**src/rtl/data_sram_like_bridge.sv**
```systemverilog
// Bridges the pipeline data port onto a sram-like bus: one bus transaction per core access,
// with the pipeline stalled until the transaction completes and load data held for MEM.
module data_sram_like_bridge #(
  parameter int ADDR_W   = 32,
  parameter bit KSEG_MAP = 1'b1
) (
  input  logic              clk,
  input  logic              rst,
  input  logic              data_sram_en,
  input  logic [3:0]        data_sram_wen,
  input  logic [ADDR_W-1:0] data_sram_addr,
  input  logic [31:0]       data_sram_wdata,
  output logic [31:0]       data_sram_rdata,
  output logic              stallreq,
  output logic              req,
  output logic              wr,
  output logic [1:0]        size,
  output logic [ADDR_W-1:0] addr,
  output logic [3:0]        wstrb,
  output logic [31:0]       wdata,
  input  logic              addr_ok,
  input  logic              data_ok,
  input  logic [31:0]       rdata
);

  typedef enum logic [1:0] {
    S_IDLE = 2'd0,
    S_REQ  = 2'd1,
    S_WAIT = 2'd2,
    S_DONE = 2'd3
  } state_t;

  state_t            r_state;
  logic              r_req;
  logic              r_wr;
  logic [1:0]        r_size;
  logic [ADDR_W-1:0] r_addr;
  logic [3:0]        r_wstrb;
  logic [31:0]       r_wdata;
  logic [31:0]       r_rdata;

  logic              w_is_load;
  logic [1:0]        w_size;
  logic [ADDR_W-1:0] w_addr;
  logic              w_data_done;

  // NOTE: every variable gets a default at the top of always_comb so no path infers a latch.
  always_comb begin
    w_is_load = (data_sram_wen == 4'b0000);
    case (data_sram_wen)
      4'b0011, 4'b1100:                   w_size = 2'd1;
      4'b0001, 4'b0010, 4'b0100, 4'b1000: w_size = 2'd0;
      default:                            w_size = 2'd2;
    endcase
    w_addr = data_sram_addr;
    // kseg0/kseg1 (top bits 100/101) are unmapped windows onto physical address zero
    if (KSEG_MAP && (data_sram_addr[ADDR_W-1 -: 2] == 2'b10))
      w_addr[ADDR_W-1 -: 3] = 3'b000;
    if (w_is_load)
      w_addr[1:0] = 2'b00;
  end

  // data_ok counts only once the request has been accepted
  assign w_data_done = ((r_state == S_REQ) && addr_ok && data_ok) ||
                       ((r_state == S_WAIT) && data_ok);

  assign stallreq = ((r_state == S_IDLE) && data_sram_en) ||
                    (r_state == S_REQ) || (r_state == S_WAIT);

  // NOTE: sequential state uses non-blocking assignments so all registers update together.
  always_ff @(posedge clk) begin
    if (rst) begin
      r_state <= S_IDLE;
      r_req   <= 1'b0;
      r_wr    <= 1'b0;
      r_size  <= 2'd0;
      r_addr  <= '0;
      r_wstrb <= 4'b0000;
      r_wdata <= 32'h0;
      r_rdata <= 32'h0;
    end else begin
      case (r_state)
        S_IDLE: begin
          if (data_sram_en) begin
            r_state <= S_REQ;
            r_req   <= 1'b1;
            r_wr    <= !w_is_load;
            r_size  <= w_size;
            r_addr  <= w_addr;
            r_wstrb <= data_sram_wen;
            r_wdata <= data_sram_wdata;
          end
        end
        S_REQ: begin
          if (addr_ok) begin
            r_req   <= 1'b0;
            r_state <= data_ok ? S_DONE : S_WAIT;
          end
        end
        S_WAIT: begin
          if (data_ok)
            r_state <= S_DONE;
        end
        S_DONE:  r_state <= S_IDLE;
        default: r_state <= S_IDLE;
      endcase
      if (w_data_done && !r_wr)
        r_rdata <= rdata;
    end
  end

  assign req             = r_req;
  assign wr              = r_wr;
  assign size            = r_size;
  assign addr            = r_addr;
  assign wstrb           = r_wstrb;
  assign wdata           = r_wdata;
  assign data_sram_rdata = r_rdata;

endmodule
```
**config.mk**
```make
export PLATFORM = sky130hd
export DESIGN_NAME = data_sram_like_bridge
export DESIGN_NICKNAME = d
export VERILOG_FILES = /design/src/rtl/data_sram_like_bridge.sv
export SDC_FILE = /design/constraint.sdc
export NUM_CORES = 1
export LEC_CHECK = 0
export BUFFER_PORTS_ARGS = -buffer_cell sky130_fd_sc_hd__buf_2
export CAP_MARGIN = 25
export CELL_PAD_IN_SITES_DETAIL_PLACEMENT = 0
export CELL_PAD_IN_SITES_GLOBAL_PLACEMENT = 1
export CORE_ASPECT_RATIO = 1.75
export CORE_MARGIN = 3
export CORE_UTILIZATION = 31
export CTS_CLUSTER_DIAMETER = 200
export DETAILED_ROUTE_END_ITERATION = 10
export HOLD_SLACK_MARGIN = 0.03
export PLACE_DENSITY = 0.82
export SKIP_LAST_GASP = 1
export SYNTH_ARGS = -nofsm -noshare
export SYNTH_HDL_FRONTEND = slang
export SYNTH_SLANG_ARGS = --single-unit
```
**constraint.sdc**
```tcl
create_clock -name clk -period 3.2 [get_ports clk]
set_input_delay 0.32 -clock clk [delete_from_list [all_inputs] [get_ports clk]]
set_output_delay 0.32 -clock clk [all_outputs]
set_load 0.01 [all_outputs]
```
==> results.json, run 1 <==
{
  "status": "finished clean",
  "yosys-top-cells-count": "nand2_1, dfxtp_1, a21oi_1, nand3_1, o21ai_0",
  "die_x_um": 91.05,
  "synth_top_cell_area_share_pct": 54.08,
  "cp.required_ns": 2.88,
  "synth-edff-count": 0,
  "ys_top_cells_by_area": "dfxtp_1, nand2_1, a21oi_1",
  "holdBufCountCts": 0,
  "syn_nets": 600,
  "area_growth_syn_to_layout_pct": 36.89,
  "cts_num_sinks": 106,
  "htreeDepth": 3,
  "finalClockSkew_ns": 0.005508,
  "ys_types": 27,
  "port_buffers": 209,
  "start_util_pct": 32.16,
  "clock_latency_ns": 0.34,
  "worstPathArrival_ns": 1.91,
  "drt_iter0_markers": 155,
  "cts_made_buffers": 9,
  "fmax_mhz": 447.7,
  "routed_wl_um": 11790,
  "tns_ns": 0,
  "synth_most_common_cell": "nand2_1",
  "die_y_um": 154.8,
  "synth_warnings": 0,
  "antenna_found_initial": 0,
  "io-pin-count": 210,
  "period_minus_slack_ns": 2.234,
  "hold_ws_ns": 0.2096,
  "post_drt_wl_per_cell_um": 13.93,
  "globalplace.congestion": 0.7222,
  "synth-async-reset-ratio_pct": 0,
  "fillCellCount": 1323,
  "grt_usage_pct": 16.27,
  "cts_tree": "built",
  "cts_resized": 0,
  "dp_hpwl_um": 8490,
  "crit_slowest_cell": "dfxtp_1",
  "num_antenna_cells": 0,
  "grt_overflow": 0,
  "maxCapViolations": 0,
  "synthFlopType": "dfxtp_1",
  "detail-route-antenna-nets": 0,
  "clockBufferDepth": 2,
  "finalHoldViolations": 0,
  "slowest_delay_ns": 0.38,
  "syn_inst": 491,
  "grt_pass1_vias": 3898,
  "grt_max_degree": 107,
  "end_kind": "output port",
  "worstPathMaxFanout": 21,
  "netlist_area_mm2": 0.003924,
  "ir_drop_uv": 305.0,
  "syn_avg_cell_area_um2": 7.991,
  "worst_slew_pin_slew_ns": 1.047,
  "ys_seq_elements": 106,
  "setup_viol_count_final": 0,
  "grt_pass1_wl_um": 18840,
  "rows": 53,
  "viasPerCell": 4.745,
  "crit_type": "register to output port",
  "multi_input_area_mm2": 0.001635,
  "post-cts-setup-buffers": 0,
  "dr.pass1.iters": 4,
  "min_path_type": "primary input to register",
  "nets": 785,
  "reg2reg_depth": 6,
  "slew_viol_final": 0,
  "ys_seq_area_share_pct": 54.08,
  "yosysTopAreaCell": "dfxtp_1",
  "whs_path_depth": 3,
  "seq_area_mm2": 0.002122,
  "powerDensity_mw_per_mm2": 778.6,
  "drc": 0,
  "core-area_mm2": 0.01220,
  "rsz0062_at_grt": "false",
  "relSlewSlack_pct": 30.18,
  "drive_gt1_share_pct": 34.21,
  "crit_path_start_kind": "register",
  "cts.clk_slew.worst_paths_ns": 0.07,
  "root_buffer": "clkbuf_16",
  "p_leak_uw": 0.002441,
  "fin_crit_sh_pct": 69.81,
  "crit_chain": "inv_1 > ha_1 > and2_2 > or3_1 > buf_2",
  "routed-via-count": 4014,
  "die-area_mm2": 0.01410
}
path summary, 6_finish.rpt:
path	from	slack, ns	endpoint
hold / removal	data_sram_addr[5]	0.21	addr[5]
setup reg to reg	r_state[0]	1.17	addr[0]
setup / recovery	r_state[1]	0.97	stallreq
hold reg to reg	addr[31]	0.45	addr[31]
critical path, delay by kind of cell (launching register included):
family        cells  cell delay, ns
fa+ha+maj         1            0.25
buf+inv           2            0.26
flops             1            0.38
simple gates      2            0.68
report_power, final:
| group | switching [uW] | internal, uW |
|---|---|---|
| sequential | 119 | 1560 |
| combinational | 919 | 501 |
| clock | 472 | 608 |
| total | 1510 | 2670 |
logic make-up (layout without fill, tap and decap cells):
logic type / count (synthesis) / after routing / synth area share (%)
AO/OA/AOI/OAI: 146 / 146 / 19.36
adder cells (fa/ha/maj): 4 / 4 / 1.276
AND/OR/NAND/NOR: 193 / 193 / 20.79
buffers and inverters: 42 / 232 / 4.496
flip-flops: 106 / 106 / 54.08
per-layer routing:
| metal | vias to the layer above | global-route usage [%] | part of all wire (%) |
|---|---|---|---|
| met2 | 137 | 28.60 | 52 |
| met1 | 1847 | 18.51 | 40 |
| li1 | 2011 | - | - |
| met5 | - | 0 | 0 |
| met3 | 19 | 3.163 | 5.7 |
| met4 | 0 | 8.345 | 2.9 |
area by class of cell:
| type | count | area share [%] |
|---|---|---|
| flip-flops and latches | 106 | 39.51 |
| multi-input cells | 343 | 30.44 |
| repair buffers | 214 | 20.68 |
| clock buffers | 12 | 4.403 |
| well taps | 165 | 3.843 |
| clock inverters | 4 | 0.9783 |
| inverters | 2 | 0.1398 |
placed cells by master (no fill, tap or decap), types with 2 or more instances in the layout:
cell type   instances
a21oi_2             2
ha_1                4
buf_2             208
nor2_1              2
dfxtp_1           106
o21ai_0            32
a21oi_1           103
buf_4               4
clkbuf_1            3
nor2b_1             3
clkbuf_16           9
inv_1               2
nand2b_1            5
nor3_1              2
a21o_1              2
nand2_1           138
buf_12              2
nand3_1            36
clkinvlp_4          3
registers in the layout, indices dropped and copies added, names as in the netlist:
signal	cells
size	2
data_sram_rdata	32
req	1
addr	32
wr	1
wdata	32
r_state	2
wstrb	4
stage by stage:
stage                     area, um^2  setup slack [ns]  util [%]  instances  total power, uW
after global placement          5062             1.216     41.49        829             3106
final                           5371            0.9662     44.02        846             4182
after floorplan                 3924             1.630         -        491             2620
after detailed placement        5062             1.159     41.49        829             3153
after global routing            5371            0.8414     44.02        846             4482
after CTS                       5351            0.9431     43.86        845             4249
No activity file was read; power rests on OpenSTA's default activity.
==> run 2: changes to the inputs <==
- CORE_UTILIZATION: 31 -> 28
- PLACE_DENSITY: 0.82 -> 0.78
- clock period: 3.2 -> 1.99 ns (I/O delays scaled with it)
==> run 2 against run 1 <==
Against the previous run: non-clock buffer count grew 7; wire length grew 2.6%; flip-flop and latch count is the same; highest routed layer unchanged.
==> results.json, run 2 (synthesis results as in run 1) <==
{
  "slowest_delay_ns": 0.39,
  "cts_made_buffers": 9,
  "powerDensity_mw_per_mm2": 1269,
  "fmax_mhz": 519.7,
  "drt_iter0_markers": 101,
  "clock_latency_ns": 0.34,
  "reg2reg_depth": 6,
  "routed-via-count": 4060,
  "tns_ns": 0,
  "switchingPower_uw": 2524,
  "slew_viol_final": 0,
  "status": "finished clean",
  "fin_crit_sh_pct": 96.70,
  "viasPerCell": 4.710,
  "start_util_pct": 28.87,
  "antenna_found_initial": 0,
  "relSlewSlack_pct": 77.71,
  "die_y_um": 162.6,
  "worstPathArrival_ns": 1.73,
  "whs_path_depth": 3,
  "core-area_mm2": 0.01359,
  "grt_overflow": 0,
  "rsz0062_at_grt": "false",
  "critPathTopFamily": "simple AND/OR/NAND/NOR gates",
  "switching_share_pct": 36.28,
  "crit_chain": "inv_1 > ha_2 > and2_2 > or3_1 > buf_2",
  "post_drt_wl_per_cell_um": 14.03,
  "die-area_mm2": 0.01553,
  "worst_slack_ns": 0.06573,
  "placed_cell_area_mm2": 0.005171,
  "period_minus_slack_ns": 1.924,
  "die_x_um": 95.49,
  "port_buffers": 209,
  "cts_num_sinks": 106,
  "io-pin-count": 210,
  "grt_usage_pct": 15.24,
  "end_kind": "output port",
  "worstReg2RegEnd": "data_sram_rdata[19]",
  "crit_path_start": "r_state[1]",
  "holdBufCountCts": 0,
  "dp_hpwl_um": 8887,
  "stdcell_area_mm2": 0.005484,
  "post-cts-setup-buffers": 0,
  "cp_num_buf_inv": 2,
  "path_depth": 5,
  "num_antenna_cells": 0,
  "cts_tree": "built",
  "preCtsSetupSlack_ns": 0.3560,
  "worst_slew_pin_slew_ns": 0.3331,
  "drc": 0,
  "routed_wl_um": 12090,
  "crit_slowest_cell": "dfxtp_1",
  "crit_path_start_kind": "register",
  "clockBufferDepth": 2,
  "pwr-share-clk_pct": 26.6,
  "min_path_type": "primary input to register",
  "pwr-share-comb_pct": 34.6,
  "nets": 792,
  "crit_type": "register to output port",
  "p_leak_uw": 0.002504,
  "dr.pass1.iters": 4,
  "reg2reg_slack_ns": 0.40,
  "htreeDepth": 3,
  "detail-route-antenna-nets": 0,
  "worstPathMaxFanout": 5,
  "final_common_cell": "buf_2",
  "p_seq_share_pct": 38.9,
  "endpoint": "stallreq",
  "final_cell_mix": "buf_2, nand2_1, dfxtp_1",
  "grt_pass1_wl_um": 18740,
  "ir_drop_uv": 405.7,
  "root_buffer": "clkbuf_16",
  "rows": 56,
  "globalplace.congestion": 0.7333,
  "r2r_start": "r_state[1]",
  "p_int_uw": 4434,
  "grt_max_degree": 63,
  "maxCapViolations": 0,
  "post-route-util_pct": 40.34,
  "finalHoldViolations": 0,
  "cts.clk_slew.worst_paths_ns": 0.08,
  "grt_pass1_vias": 3965,
  "drive_gt1_share_pct": 35.47,
  "finalClockSkew_ns": 0.005960,
  "cp.required_ns": 1.79,
  "area_growth_syn_to_layout_pct": 39.76,
  "setup_viol_count_final": 0
}
==> run 2: worst min path at each step <==
stage,end,slack [ns],start
floorplan,addr[10],0.33,data_sram_addr[10]
global placement,addr[1],0.44,addr[1]
detailed placement,addr[29],0.44,addr[29]
CTS,addr[20],0.07,data_sram_addr[20]
global route,addr[20],0.07,data_sram_addr[20]
finish,addr[20],0.08,data_sram_addr[20]
==> run 2: tightest hold or removal path, stage by stage <==
cell and delay [ns]:
buf_2 0.09, nand2_1 0.04, a21oi_1 0.05
==> run 2: cell type report <==
| class | instances | area, um^2 |
|---|---|---|
| Fill cell | 1465 | 8109 |
| Sequential cell | 106 | 2122 |
| Multi-Input combinational cell | 343 | 1638 |
| Timing Repair Buffer | 221 | 1189 |
| Clock buffer | 10 | 239.0 |
| Tap cell | 174 | 217.7 |
| Clock inverter | 6 | 71.32 |
| Inverter | 2 | 7.507 |
==> run 2: repair_timing <==
| action | CTS | global route |
|---|---|---|
| endpoints found under the setup margin | 0 | 1 |
| resized for setup | 0 | 1 |
| hold endpoints to repair | 0 | 0 |
==> run 2: power groups by stage <==
stage / logic (uW) / registers (uW) / clock network (uW)
after floorplan: 1300 / 2910 / 0
after global placement: 2370 / 2740 / 0
after detailed placement: 2430 / 2760 / 0
after CTS: 2440 / 2710 / 1920
after global routing: 2710 / 2750 / 2010
final: 2410 / 2700 / 1850
==> run 2: routing by layer <==
metal	vias up	global-route usage, %	share of wire (%)
li1	2033	-	-
met1	1873	16.15	38
met2	141	27.94	53
met3	13	4.022	7.9
met4	0	5.959	1.7
met5	-	0	0
==> run 2: metrics by stage <==
stage	hold WS, ns	instances	total power, uW
final	0.07990	862	6958
after global routing	0.07258	862	7465
after CTS	0.06885	862	7065
after detailed placement	0.4412	846	5188
after global placement	0.4353	846	5110
after floorplan	0.3350	491	4213
==> run 3: changes to the inputs <==
- CORE_MARGIN: 3 -> 5
==> run 3 against run 2 <==
Against the previous run: clock skew shrank 0.00051 ns; die area grew 6.8%; cell area shrank 0.23%; largest cell class unchanged; count of clock-buffer cells in the layout shrank 1; critical path type unchanged; non-clock buffer count shrank 1; maximum frequency grew 0.17%; sequential power is essentially flat; hold slack gained 0.0067 ns; cell count grew 0.23%.
==> results.json, run 3 (synthesis results as in run 1) <==
{
  "grt_usage_pct": 14.41,
  "crit_slowest_cell": "dfxtp_1",
  "detail-route-antenna-nets": 0,
  "grt_pass1_vias": 3997,
  "num_antenna_cells": 0,
  "port_buffers": 209,
  "grt_overflow": 0,
  "worst_slew_pin_slew_ns": 0.4475,
  "routed_wl_um": 12440,
  "die_y_um": 166.6,
  "maxCapViolations": 0,
  "relSlewSlack_pct": 70.06,
  "slowest_delay_ns": 0.36,
  "p_leak_uw": 0.002500,
  "drt_iter0_markers": 147,
  "rsz0062_at_grt": "false",
  "antenna_found_initial": 0,
  "htreeDepth": 3,
  "core-area_mm2": 0.01384,
  "period_minus_slack_ns": 1.921,
  "crit_path_start_kind": "register",
  "crit_type": "register to output port",
  "final_cell_mix": "buf_2, nand2_1, dfxtp_1",
  "fmax_mhz": 520.6,
  "switchingPower_uw": 2526,
  "slew_viol_final": 0,
  "p_int_uw": 4409,
  "viasPerCell": 4.657,
  "cts_num_sinks": 106,
  "drive_gt1_share_pct": 35.52,
  "post-cts-setup-buffers": 0,
  "power_uw": 6935,
  "crit_chain": "inv_1 > ha_2 > and2_2 > or3_1 > buf_2",
  "cts_resized": 1,
  "p_seq_share_pct": 39.1,
  "status": "finished clean",
  "post-route-util_pct": 39.55,
  "worstPathArrival_ns": 1.72,
  "die_x_um": 99.49,
  "end_kind": "output port",
  "setup_viol_count_final": 0,
  "reg2reg_depth": 6,
  "rows": 57,
  "io-pin-count": 210,
  "powerDensity_mw_per_mm2": 1267,
  "tns_ns": 0,
  "cts_made_buffers": 9,
  "drc": 0,
  "grt_pass1_wl_um": 19510,
  "start_util_pct": 28.36,
  "cp.required_ns": 1.79,
  "final_common_cell": "buf_2",
  "area_growth_syn_to_layout_pct": 39.45,
  "nets": 791,
  "pwr-share-comb_pct": 34.9,
  "cts_tree": "built",
  "pwr-share-clk_pct": 26.0,
  "cts.clk_slew.worst_paths_ns": 0.07,
  "worstPathMaxFanout": 5,
  "root_buffer": "clkbuf_16",
  "worst_slack_ns": 0.06908,
  "grt_max_degree": 51,
  "fillCellCount": 1474,
  "globalplace.congestion": 0.7843,
  "clock_latency_ns": 0.34,
  "clockBufferDepth": 2,
  "die-area_mm2": 0.01657,
  "fin_crit_sh_pct": 96.53,
  "whs_path_depth": 3,
  "seq_area_mm2": 0.002123,
  "switching_share_pct": 36.43,
  "post_drt_wl_per_cell_um": 14.39,
  "dp_hpwl_um": 9208,
  "multi_input_area_mm2": 0.001638,
  "min_path_type": "primary input to register",
  "dr.pass1.iters": 6,
  "holdBufCountCts": 0,
  "preCtsSetupSlack_ns": 0.2898,
  "ir_drop_uv": 480.2,
  "routed-via-count": 4024,
  "finalClockSkew_ns": 0.005454,
  "finalHoldViolations": 0
}
[run 3: changes by cell type in the layout (fill, tap and decap cells not counted), sizes merged]
cell	change
buf	-1
clkbuf	-1
clkinv	+1
clkinvlp	-1
inv	+1
[run 3: critical path: cells and delay by family (launching register included)]
kind	cells	cell delay (ns)
AND/OR/NAND/NOR	2	0.53
flip-flops	1	0.36
adder cells (fa/ha/maj)	1	0.23
buffers and inverters	2	0.26
[run 3: worst paths after layout]
| kind | from | to | slack (ns) |
|---|---|---|---|
| worst min-delay path | data_sram_addr[27] | addr[27] | 0.09 |
| worst max-delay path | r_state[0] | stallreq | 0.07 |
| worst min register to register | wdata[12] | wdata[12] | 0.45 |
| worst max register to register | r_state[0] | wdata[21] | 0.36 |
[run 3: power groups by stage]
stage | Sequential, uW | Clock, uW | Combinational [uW]
after floorplan | 2910 | 0 | 1300
after global placement | 2740 | 0 | 2380
after detailed placement | 2760 | 0 | 2460
after CTS | 2720 | 1880 | 2470
after global routing | 2760 | 1970 | 2700
final | 2710 | 1800 | 2420
[run 3: area by class of cell]
cell class                 count  area share [%]
timing repair buffer         220           21.59
clock buffer                   9           4.116
sequential                   106           38.81
inverter                       2          0.1372
clock inverter                 7           1.372
tap                          177           4.048
multi-input combinational    343           29.93
[run 3: routing by layer]
| metal | wire [um] | GRT usage, % | vias to the layer above |
|---|---|---|---|
| met4 | 191 | 4.756 | 0 |
| li1 | - | - | 2028 |
| met5 | 0 | 0 | - |
| met3 | 894 | 4.186 | 14 |
| met1 | 4836 | 15.78 | 1851 |
| met2 | 6514 | 26.14 | 131 |
[run 3: through the flow]
stage	hold WS (ns)	instances	area [um^2]
6_report	0.08655	864	5472
5_1_grt	0.06503	864	5472
4_1_cts	0.06826	864	5470
3_5_place_dp	0.4433	848	5167
3_3_place_gp	0.4379	848	5167
2_1_floorplan	0.3350	491	3924
